[src/rtl/decode_issue_latch_if.sv]
// Fetch-buffer / decode-side bundle of the 3-slot decode issue latch.
// The latch takes the slave modport; the buffer/decode environment takes master.
interface decode_issue_latch_if #(
  parameter int DATA_WIDTH = 32
);
  logic                  flush_i;
  logic [2:0]            fetch_count_i;
  logic [2:0]            fetch_ready_o;
  logic [DATA_WIDTH-1:0] instruction_i_0, instruction_i_1, instruction_i_2;
  logic [DATA_WIDTH-1:0] pc_i_0, pc_i_1, pc_i_2;
  logic [DATA_WIDTH-1:0] imm_i_0, imm_i_1, imm_i_2;
  logic                  branch_prediction_i_0, branch_prediction_i_1, branch_prediction_i_2;
  logic [DATA_WIDTH-1:0] pc_at_prediction_i_0, pc_at_prediction_i_1, pc_at_prediction_i_2;
  logic [1:0]            issue_accept_i;
  logic [2:0]            issue_valid_o;
  logic [DATA_WIDTH-1:0] instruction_o_0, instruction_o_1, instruction_o_2;
  logic [DATA_WIDTH-1:0] pc_o_0, pc_o_1, pc_o_2;
  logic [DATA_WIDTH-1:0] imm_o_0, imm_o_1, imm_o_2;
  logic                  branch_prediction_o_0, branch_prediction_o_1, branch_prediction_o_2;
  logic [DATA_WIDTH-1:0] pc_at_prediction_o_0, pc_at_prediction_o_1, pc_at_prediction_o_2;
  logic [1:0]            occupancy_o;

  modport master (
    output flush_i, fetch_count_i, issue_accept_i,
    output instruction_i_0, instruction_i_1, instruction_i_2,
    output pc_i_0, pc_i_1, pc_i_2, imm_i_0, imm_i_1, imm_i_2,
    output branch_prediction_i_0, branch_prediction_i_1, branch_prediction_i_2,
    output pc_at_prediction_i_0, pc_at_prediction_i_1, pc_at_prediction_i_2,
    input  fetch_ready_o, issue_valid_o, occupancy_o,
    input  instruction_o_0, instruction_o_1, instruction_o_2,
    input  pc_o_0, pc_o_1, pc_o_2, imm_o_0, imm_o_1, imm_o_2,
    input  branch_prediction_o_0, branch_prediction_o_1, branch_prediction_o_2,
    input  pc_at_prediction_o_0, pc_at_prediction_o_1, pc_at_prediction_o_2
  );

  modport slave (
    input  flush_i, fetch_count_i, issue_accept_i,
    input  instruction_i_0, instruction_i_1, instruction_i_2,
    input  pc_i_0, pc_i_1, pc_i_2, imm_i_0, imm_i_1, imm_i_2,
    input  branch_prediction_i_0, branch_prediction_i_1, branch_prediction_i_2,
    input  pc_at_prediction_i_0, pc_at_prediction_i_1, pc_at_prediction_i_2,
    output fetch_ready_o, issue_valid_o, occupancy_o,
    output instruction_o_0, instruction_o_1, instruction_o_2,
    output pc_o_0, pc_o_1, pc_o_2, imm_o_0, imm_o_1, imm_o_2,
    output branch_prediction_o_0, branch_prediction_o_1, branch_prediction_o_2,
    output pc_at_prediction_o_0, pc_at_prediction_o_1, pc_at_prediction_o_2
  );
endinterface

[src/rtl/decode_issue_latch.sv]
// 3-slot in-order latch between the instruction buffer and the decoders.
// Optional perf counters: define DECODE_ISSUE_PERF_CNT_EN.
module decode_issue_latch #(
  parameter int DATA_WIDTH = 32,
  parameter int SLOTS      = 3
) (
  input  logic        clk,
  input  logic        reset,
`ifdef DECODE_ISSUE_PERF_CNT_EN
  output logic [31:0] starve_cnt_o,
  output logic [31:0] backpressure_cnt_o,
  output logic [31:0] flush_cnt_o,
`endif
  decode_issue_latch_if.slave bus
);

  if (SLOTS != 3) begin : g_slots_check
    $error("decode_issue_latch only supports SLOTS == 3");
  end

  typedef struct packed {
    logic [DATA_WIDTH-1:0] instr;
    logic [DATA_WIDTH-1:0] pc;
    logic [DATA_WIDTH-1:0] imm;
    logic [DATA_WIDTH-1:0] pred_pc;
    logic                  taken;
  } slot_t;

  slot_t      slot_q [SLOTS];
  slot_t      slot_d [SLOTS];
  slot_t      in_slot [SLOTS];
  logic [1:0] occ_q, occ_d;
  logic [2:0] valid_q, valid_d;
  logic [1:0] fetch_clamped, free, acc, rem, nin;

  always_comb begin
    in_slot[0] = '{bus.instruction_i_0, bus.pc_i_0, bus.imm_i_0, bus.pc_at_prediction_i_0,
                   bus.branch_prediction_i_0};
    in_slot[1] = '{bus.instruction_i_1, bus.pc_i_1, bus.imm_i_1, bus.pc_at_prediction_i_1,
                   bus.branch_prediction_i_1};
    in_slot[2] = '{bus.instruction_i_2, bus.pc_i_2, bus.imm_i_2, bus.pc_at_prediction_i_2,
                   bus.branch_prediction_i_2};
  end

  // Intake is bounded by the registered free count, never by this cycle's drain,
  // so decode back-pressure cannot reach the buffer pop combinationally.
  always_comb begin
    fetch_clamped = (bus.fetch_count_i > 3'd3) ? 2'd3 : bus.fetch_count_i[1:0];
    free          = 2'd3 - occ_q;
    acc           = (bus.issue_accept_i > occ_q) ? occ_q : bus.issue_accept_i;
    rem           = occ_q - acc;
    nin           = (fetch_clamped > free) ? free : fetch_clamped;
    occ_d         = bus.flush_i ? 2'd0 : 2'(rem + nin);
  end

  always_comb begin
    case (occ_d)
      2'd0:    valid_d = 3'b000;
      2'd1:    valid_d = 3'b001;
      2'd2:    valid_d = 3'b011;
      default: valid_d = 3'b111;
    endcase
  end

  // Survivors shift down by acc, newcomers land right behind them.
  always_comb begin
    for (int k = 0; k < SLOTS; k++) begin
      slot_d[k] = slot_q[k];
      if (k < int'(rem)) begin
        slot_d[k] = slot_q[k + int'(acc)];
      end else if ((k - int'(rem)) < int'(nin)) begin
        slot_d[k] = in_slot[k - int'(rem)];
      end
    end
  end

  always_ff @(posedge clk or negedge reset) begin
    if (!reset) begin
      occ_q   <= 2'd0;
      valid_q <= 3'b000;
      for (int k = 0; k < SLOTS; k++) slot_q[k] <= '0;
    end else begin
      occ_q   <= occ_d;
      valid_q <= valid_d;
      if (!bus.flush_i) begin
        for (int k = 0; k < SLOTS; k++) slot_q[k] <= slot_d[k];
      end
    end
  end

  always_comb begin
    case (occ_q)
      2'd0:    bus.fetch_ready_o = 3'b111;
      2'd1:    bus.fetch_ready_o = 3'b011;
      2'd2:    bus.fetch_ready_o = 3'b001;
      default: bus.fetch_ready_o = 3'b000;
    endcase
  end

  assign bus.issue_valid_o         = valid_q;
  assign bus.occupancy_o           = occ_q;
  assign bus.instruction_o_0       = slot_q[0].instr;
  assign bus.instruction_o_1       = slot_q[1].instr;
  assign bus.instruction_o_2       = slot_q[2].instr;
  assign bus.pc_o_0                = slot_q[0].pc;
  assign bus.pc_o_1                = slot_q[1].pc;
  assign bus.pc_o_2                = slot_q[2].pc;
  assign bus.imm_o_0               = slot_q[0].imm;
  assign bus.imm_o_1               = slot_q[1].imm;
  assign bus.imm_o_2               = slot_q[2].imm;
  assign bus.pc_at_prediction_o_0  = slot_q[0].pred_pc;
  assign bus.pc_at_prediction_o_1  = slot_q[1].pred_pc;
  assign bus.pc_at_prediction_o_2  = slot_q[2].pred_pc;
  assign bus.branch_prediction_o_0 = slot_q[0].taken;
  assign bus.branch_prediction_o_1 = slot_q[1].taken;
  assign bus.branch_prediction_o_2 = slot_q[2].taken;

`ifdef DECODE_ISSUE_PERF_CNT_EN
  logic [31:0] starve_q, backpressure_q, flush_q;

  // Saturating event counters; flush does not clear them.
  always_ff @(posedge clk or negedge reset) begin
    if (!reset) begin
      starve_q       <= '0;
      backpressure_q <= '0;
      flush_q        <= '0;
    end else begin
      if (occ_q == 2'd0 && !bus.flush_i && starve_q != '1) starve_q <= starve_q + 32'd1;
      if (bus.fetch_count_i > {1'b0, free} && backpressure_q != '1)
        backpressure_q <= backpressure_q + 32'd1;
      if (bus.flush_i && flush_q != '1) flush_q <= flush_q + 32'd1;
    end
  end

  assign starve_cnt_o       = starve_q;
  assign backpressure_cnt_o = backpressure_q;
  assign flush_cnt_o        = flush_q;
`endif

endmodule

[src/flat_wrapper.sv]
// flat-port wrapper written by rule: the top's interface ports become plain ports
module decode_issue_latch_flat 
#(
  parameter int DATA_WIDTH = 32,
  parameter int SLOTS      = 3
)
  (clk, reset, bus_flush_i, bus_fetch_count_i, bus_issue_accept_i, bus_instruction_i_0, bus_instruction_i_1, bus_instruction_i_2, bus_pc_i_0, bus_pc_i_1, bus_pc_i_2, bus_imm_i_0, bus_imm_i_1, bus_imm_i_2, bus_branch_prediction_i_0, bus_branch_prediction_i_1, bus_branch_prediction_i_2, bus_pc_at_prediction_i_0, bus_pc_at_prediction_i_1, bus_pc_at_prediction_i_2, bus_fetch_ready_o, bus_issue_valid_o, bus_occupancy_o, bus_instruction_o_0, bus_instruction_o_1, bus_instruction_o_2, bus_pc_o_0, bus_pc_o_1, bus_pc_o_2, bus_imm_o_0, bus_imm_o_1, bus_imm_o_2, bus_branch_prediction_o_0, bus_branch_prediction_o_1, bus_branch_prediction_o_2, bus_pc_at_prediction_o_0, bus_pc_at_prediction_o_1, bus_pc_at_prediction_o_2);
  decode_issue_latch_if #(.DATA_WIDTH(DATA_WIDTH)) bus_i ();
  input  logic clk;
  input  logic reset;
  input wire logic [$bits(bus_i.flush_i)-1:0] bus_flush_i;
  input wire logic [$bits(bus_i.fetch_count_i)-1:0] bus_fetch_count_i;
  input wire logic [$bits(bus_i.issue_accept_i)-1:0] bus_issue_accept_i;
  input wire logic [$bits(bus_i.instruction_i_0)-1:0] bus_instruction_i_0;
  input wire logic [$bits(bus_i.instruction_i_1)-1:0] bus_instruction_i_1;
  input wire logic [$bits(bus_i.instruction_i_2)-1:0] bus_instruction_i_2;
  input wire logic [$bits(bus_i.pc_i_0)-1:0] bus_pc_i_0;
  input wire logic [$bits(bus_i.pc_i_1)-1:0] bus_pc_i_1;
  input wire logic [$bits(bus_i.pc_i_2)-1:0] bus_pc_i_2;
  input wire logic [$bits(bus_i.imm_i_0)-1:0] bus_imm_i_0;
  input wire logic [$bits(bus_i.imm_i_1)-1:0] bus_imm_i_1;
  input wire logic [$bits(bus_i.imm_i_2)-1:0] bus_imm_i_2;
  input wire logic [$bits(bus_i.branch_prediction_i_0)-1:0] bus_branch_prediction_i_0;
  input wire logic [$bits(bus_i.branch_prediction_i_1)-1:0] bus_branch_prediction_i_1;
  input wire logic [$bits(bus_i.branch_prediction_i_2)-1:0] bus_branch_prediction_i_2;
  input wire logic [$bits(bus_i.pc_at_prediction_i_0)-1:0] bus_pc_at_prediction_i_0;
  input wire logic [$bits(bus_i.pc_at_prediction_i_1)-1:0] bus_pc_at_prediction_i_1;
  input wire logic [$bits(bus_i.pc_at_prediction_i_2)-1:0] bus_pc_at_prediction_i_2;
  output wire logic [$bits(bus_i.fetch_ready_o)-1:0] bus_fetch_ready_o;
  output wire logic [$bits(bus_i.issue_valid_o)-1:0] bus_issue_valid_o;
  output wire logic [$bits(bus_i.occupancy_o)-1:0] bus_occupancy_o;
  output wire logic [$bits(bus_i.instruction_o_0)-1:0] bus_instruction_o_0;
  output wire logic [$bits(bus_i.instruction_o_1)-1:0] bus_instruction_o_1;
  output wire logic [$bits(bus_i.instruction_o_2)-1:0] bus_instruction_o_2;
  output wire logic [$bits(bus_i.pc_o_0)-1:0] bus_pc_o_0;
  output wire logic [$bits(bus_i.pc_o_1)-1:0] bus_pc_o_1;
  output wire logic [$bits(bus_i.pc_o_2)-1:0] bus_pc_o_2;
  output wire logic [$bits(bus_i.imm_o_0)-1:0] bus_imm_o_0;
  output wire logic [$bits(bus_i.imm_o_1)-1:0] bus_imm_o_1;
  output wire logic [$bits(bus_i.imm_o_2)-1:0] bus_imm_o_2;
  output wire logic [$bits(bus_i.branch_prediction_o_0)-1:0] bus_branch_prediction_o_0;
  output wire logic [$bits(bus_i.branch_prediction_o_1)-1:0] bus_branch_prediction_o_1;
  output wire logic [$bits(bus_i.branch_prediction_o_2)-1:0] bus_branch_prediction_o_2;
  output wire logic [$bits(bus_i.pc_at_prediction_o_0)-1:0] bus_pc_at_prediction_o_0;
  output wire logic [$bits(bus_i.pc_at_prediction_o_1)-1:0] bus_pc_at_prediction_o_1;
  output wire logic [$bits(bus_i.pc_at_prediction_o_2)-1:0] bus_pc_at_prediction_o_2;
  assign bus_i.flush_i = bus_flush_i;
  assign bus_i.fetch_count_i = bus_fetch_count_i;
  assign bus_i.issue_accept_i = bus_issue_accept_i;
  assign bus_i.instruction_i_0 = bus_instruction_i_0;
  assign bus_i.instruction_i_1 = bus_instruction_i_1;
  assign bus_i.instruction_i_2 = bus_instruction_i_2;
  assign bus_i.pc_i_0 = bus_pc_i_0;
  assign bus_i.pc_i_1 = bus_pc_i_1;
  assign bus_i.pc_i_2 = bus_pc_i_2;
  assign bus_i.imm_i_0 = bus_imm_i_0;
  assign bus_i.imm_i_1 = bus_imm_i_1;
  assign bus_i.imm_i_2 = bus_imm_i_2;
  assign bus_i.branch_prediction_i_0 = bus_branch_prediction_i_0;
  assign bus_i.branch_prediction_i_1 = bus_branch_prediction_i_1;
  assign bus_i.branch_prediction_i_2 = bus_branch_prediction_i_2;
  assign bus_i.pc_at_prediction_i_0 = bus_pc_at_prediction_i_0;
  assign bus_i.pc_at_prediction_i_1 = bus_pc_at_prediction_i_1;
  assign bus_i.pc_at_prediction_i_2 = bus_pc_at_prediction_i_2;
  assign bus_fetch_ready_o = bus_i.fetch_ready_o;
  assign bus_issue_valid_o = bus_i.issue_valid_o;
  assign bus_occupancy_o = bus_i.occupancy_o;
  assign bus_instruction_o_0 = bus_i.instruction_o_0;
  assign bus_instruction_o_1 = bus_i.instruction_o_1;
  assign bus_instruction_o_2 = bus_i.instruction_o_2;
  assign bus_pc_o_0 = bus_i.pc_o_0;
  assign bus_pc_o_1 = bus_i.pc_o_1;
  assign bus_pc_o_2 = bus_i.pc_o_2;
  assign bus_imm_o_0 = bus_i.imm_o_0;
  assign bus_imm_o_1 = bus_i.imm_o_1;
  assign bus_imm_o_2 = bus_i.imm_o_2;
  assign bus_branch_prediction_o_0 = bus_i.branch_prediction_o_0;
  assign bus_branch_prediction_o_1 = bus_i.branch_prediction_o_1;
  assign bus_branch_prediction_o_2 = bus_i.branch_prediction_o_2;
  assign bus_pc_at_prediction_o_0 = bus_i.pc_at_prediction_o_0;
  assign bus_pc_at_prediction_o_1 = bus_i.pc_at_prediction_o_1;
  assign bus_pc_at_prediction_o_2 = bus_i.pc_at_prediction_o_2;
  decode_issue_latch #(.DATA_WIDTH(DATA_WIDTH), .SLOTS(SLOTS)) u_core (.clk(clk), .reset(reset), .bus(bus_i));
endmodule
[config.mk]
export PLATFORM = sky130hd
export DESIGN_NAME = decode_issue_latch_flat
export DESIGN_NICKNAME = d
export VERILOG_FILES = /design/src/rtl/decode_issue_latch_if.sv /design/src/rtl/decode_issue_latch.sv /design/src/flat_wrapper.sv
export SDC_FILE = /design/constraint.sdc
export NUM_CORES = 1
export LEC_CHECK = 0
export ABC_AREA = 1
export CORE_AREA = 2 2 312 314
export CTS_CLUSTER_SIZE = 14
export DETAILED_ROUTE_END_ITERATION = 16
export DIE_AREA = 0 0 314 316
export HOLD_SLACK_MARGIN = 0.05
export PLACE_DENSITY_LB_ADDON = 0.3
export SLEW_MARGIN = 20
export SYNTH_ARGS = -nofsm -noshare
export SYNTH_HDL_FRONTEND = slang
export SYNTH_SLANG_ARGS = --single-unit
[constraint.sdc]
create_clock -name clk -period 8.98 [get_ports clk]
set_input_delay 0.898 -clock clk [delete_from_list [all_inputs] [get_ports clk]]
set_output_delay 0.898 -clock clk [all_outputs]
set_load 0.1 [all_outputs]
==> impl_metrics.py <==
metrics = {
    "status": {
        "status": "completed",
    },
    "global_route": {
        "grt_pass1_wl_mm": 216.6,
        "gr-total-overflow": 0,
        "antenna_found_initial": 22,
        "grt_pass1_vias": 34415,
        "grt_use_total_pct": 27.81,
        "grt_max_degree": 207,
    },
    "sta": {
        "slew_violations": 0,
        "fin_crit_ns": 5.983,
        "fmax_mhz": 167.1,
        "tns_ns": 0,
        "slew-limit-headroom_pct": 19.32,
        "finalHoldViolations": 0,
        "tightest_slew_ns": 1.210,
        "skew_ns": 0.01832,
        "rsz0062_at_grt": "no",
        "post-route-period-util_pct": 66.63,
        "setup_violations": 0,
    },
    "route": {
        "drtAntennaViolNets": 0,
        "route.detailed.drc": 0,
        "drt_first_pass_iters": 9,
        "wire_per_inst_um": 21.09,
        "viasPerCell": 5.513,
        "drt-initial-drc-count": 4327,
        "drt_wl_total_mm": 144.9,
        "vias": 37887,
    },
    "clocking": {
        "holdBufCountCts": 0,
        "postCtsSetupRepairBufs": 0,
        "clkSinkCount": 392,
        "clk_latency_ns": 0.60,
        "clk_pin_slew_ns": 0.06,
        "cts_tree": "built",
        "root_buffer": "clkbuf_16",
        "clockBufferDepth": 3,
        "htree_levels": 2,
        "cts_buffers": 52,
        "cts_resized": 0,
    },
    "critical_path": {
        "cp_slowest_cell": "buf_4",
        "timing.rr.end": "u_core.bus.imm_o_2[23]",
        "cpMostUsedCell": "nand2_4",
        "end_kind": "flop",
        "critPathBufInv": 7,
        "crit_type": "in -> reg",
        "rrSetupSlack_ns": 3.19,
        "r2r_start": "u_core.bus.occupancy_o[1]",
        "max_stage_delay_ns": 0.86,
        "cp_max_fo": 132,
        "cp.arrival_ns": 6.50,
        "crit_required_ns": 9.50,
        "crit_family": "buffers and inverters",
        "r2r_cells": 19,
        "cp-start-kind": "primary input",
        "path_cells": "clkdlybuf4s50_1, inv_1, ha_1, nand2_1, nand2_1, nand2_4, nand2_4, ha_4, xnor2_4, buf_12, inv_2, ha_4, inv_6, o21ai_0, nand2_4, buf_4, buf_4, a21oi_1, a21oi_1",
    },
    "floorplanning": {
        "io_pins": 790,
        "die_area_um2": 99220,
        "die_h_um": 316,
        "num_rows": 114,
        "start_util_pct": 32.02,
        "core_area_um2": 95990,
        "die-width_um": 314,
    },
    "logic_synthesis": {
        "ys_seq_area_share_pct": 31.92,
        "synth_warnings": 0,
        "syn_area_um2": 30730,
        "synthDistinctLibCells": 26,
        "synth.net_count": 5490,
        "avgSynthCellArea_um2": 6.050,
        "ys_seq_elements": 392,
        "syn_inst": 5080,
    },
    "place": {
        "dpl.hpwl_mm": 91.16,
        "gp_congestion": 0.8784,
        "numPortBuffers": 789,
    },
    "hold_path": {
        "hold_class": "in -> async",
    },
    "finish": {
        "drive_gt1_share_pct": 2.763,
        "area_delta_synth_final_pct": 32.42,
        "layout.nets": 5946,
    },
    "job": {
        "cap_violations": 0,
    },
}
==> how the worst max path moves through the flow <==
stage                                          from                             endpoint  slack [ns]  depth (start not counted)
after detailed placement      bus_issue_accept_i[0]               u_core.bus.imm_o_2[11]        2.45                         19
after global placement        bus_issue_accept_i[0]   u_core.bus.pc_at_prediction_o_2[0]        2.53                         21
final                         bus_issue_accept_i[0]               u_core.bus.imm_o_2[23]        3.00                         19
after floorplan           u_core.bus.occupancy_o[1]  u_core.bus.pc_at_prediction_o_2[21]        3.68                         26
after CTS                     bus_issue_accept_i[0]               u_core.bus.imm_o_2[13]        3.09                         19
after global routing          bus_issue_accept_i[0]               u_core.bus.imm_o_2[23]        2.78                         19
==> per-layer routing <==
layer / wire length (um) / up-vias / track usage (%)
met5: 0 / - / 0
li1: - / 17630 / -
met1: 58580 / 17728 / 37.15
met2: 66580 / 2190 / 44.02
met4: 6097 / 0 / 12.36
met3: 13670 / 339 / 4.814
==> flip-flops by register name (all words and copies together), names as in the netlist, 2 cells and up <==
| signal | count |
|---|---|
| u_core.bus.imm_o_0 | 32 |
| u_core.bus.imm_o_1 | 32 |
| u_core.bus.imm_o_2 | 32 |
| u_core.bus.instruction_o_0 | 32 |
| u_core.bus.instruction_o_1 | 32 |
| u_core.bus.instruction_o_2 | 32 |
| u_core.bus.pc_at_prediction_o_0 | 32 |
| u_core.bus.pc_at_prediction_o_1 | 32 |
| u_core.bus.pc_at_prediction_o_2 | 32 |
| u_core.bus.pc_o_0 | 32 |
| u_core.bus.pc_o_1 | 32 |
| u_core.bus.pc_o_2 | 32 |
| u_core.bus.issue_valid_o | 3 |
| u_core.bus.occupancy_o | 2 |
==> synthesized netlist by cell type <==
master	instances	area [um^2]
clkbuf_1	193	724.4
o22ai_1	1	6.260
inv_2	6	22.52
inv_1	228	855.8
a21oi_1	902	4514
o21ai_1	156	780.8
o21ai_0	191	955.9
inv_4	1	6.260
nand3_2	1	10.01
ha_1	14	175.2
buf_4	19	142.6
dfrtp_1	392	9809
clkbuf_2	1	5.000
nand3_1	392	1962
nor2_1	268	1006
buf_2	159	795.8
xnor2_2	1	16.27
nor3_1	1	5.000
buf_1	59	221.5
nand2_1	1881	7061
or2_0	37	231.5
or2_2	9	56.30
o211ai_1	129	968.4
mux2i_1	36	360.4
buf_6	2	22.52
fa_1	1	20.02
==> stage by stage <==
step / cells / hold slack, ns / cell area, um^2 / setup slack [ns] / util (%)
global route: 6871 / 0.4412 / 40700 / 2.777 / 42.39
finish: 6872 / 0.3818 / 40700 / 2.997 / 42.40
detailed placement: 6758 / 0.5057 / 38950 / 2.447 / 40.57
global placement: 6758 / 0.5018 / 38950 / 2.530 / 40.57
floorplan: 5080 / 0.6024 / 30730 / 3.683 / -
CTS: 6850 / 0.4141 / 40640 / 3.090 / 42.34
==> worst reg2reg max path, cell delays in order (launching register included) <==
cell     delay [ns]
dfrtp_1        0.56
inv_1          0.12
ha_1           0.32
nand2_1        0.06
nand2_1        0.13
nand2_1        0.13
nand2_4        0.21
nand2_4        0.10
ha_4           0.19
xnor2_4        0.22
buf_12         0.67
inv_2          0.16
ha_4           0.22
inv_6          0.30
o21ai_0        0.24
nand2_4        0.12
buf_4          0.77
buf_4          0.86
a21oi_1        0.16
a21oi_1        0.19
==> kinds of logic (layout without fill, tap and decap cells) <==
| family | Yosys count | count (layout) | share of synthesized area, % |
|---|---|---|---|
| compound gates | 1379 | 1379 | 23.51 |
| xor+xnor | 1 | 1 | 0.05294 |
| fa+ha+maj | 15 | 15 | 0.6351 |
| buf+inv | 668 | 1162 | 9.099 |
| flops | 392 | 392 | 31.92 |
| mux | 36 | 36 | 1.172 |
| other cells | 0 | 22 | 0 |
| simple gates | 2589 | 2589 | 33.61 |
==> cell usage in the layout (no fill, tap or decap), types with 9 or more instances in the layout <==
cell type,count
a21oi_1,902
dfrtp_1,392
mux2i_1,36
diode_2,22
o21ai_0,191
clkbuf_16,53
o211ai_1,129
clkbuf_1,17
o21ai_1,156
clkbuf_8,13
clkdlybuf4s50_1,787
buf_12,10
or2_0,37
buf_4,37
or2_2,9
ha_1,10
nor2_1,267
nand2_1,1876
inv_1,226
nand3_1,391
==> area by class of cell <==
| cell class | instances | area, um^2 |
|---|---|---|
| clock buffer | 83 | 1569 |
| fill | 9984 | 55300 |
| tap | 1276 | 1597 |
| antenna | 22 | 55.05 |
| multi-input combinational | 4020 | 18260 |
| inverter | 235 | 915.9 |
| timing repair buffer | 835 | 8371 |
| clock inverter | 9 | 126.4 |
| sequential | 392 | 9809 |
Power is left out: the tool's default activity adds up to more than one toggle a clock period on the data nets, which glitch-free logic cannot reach.
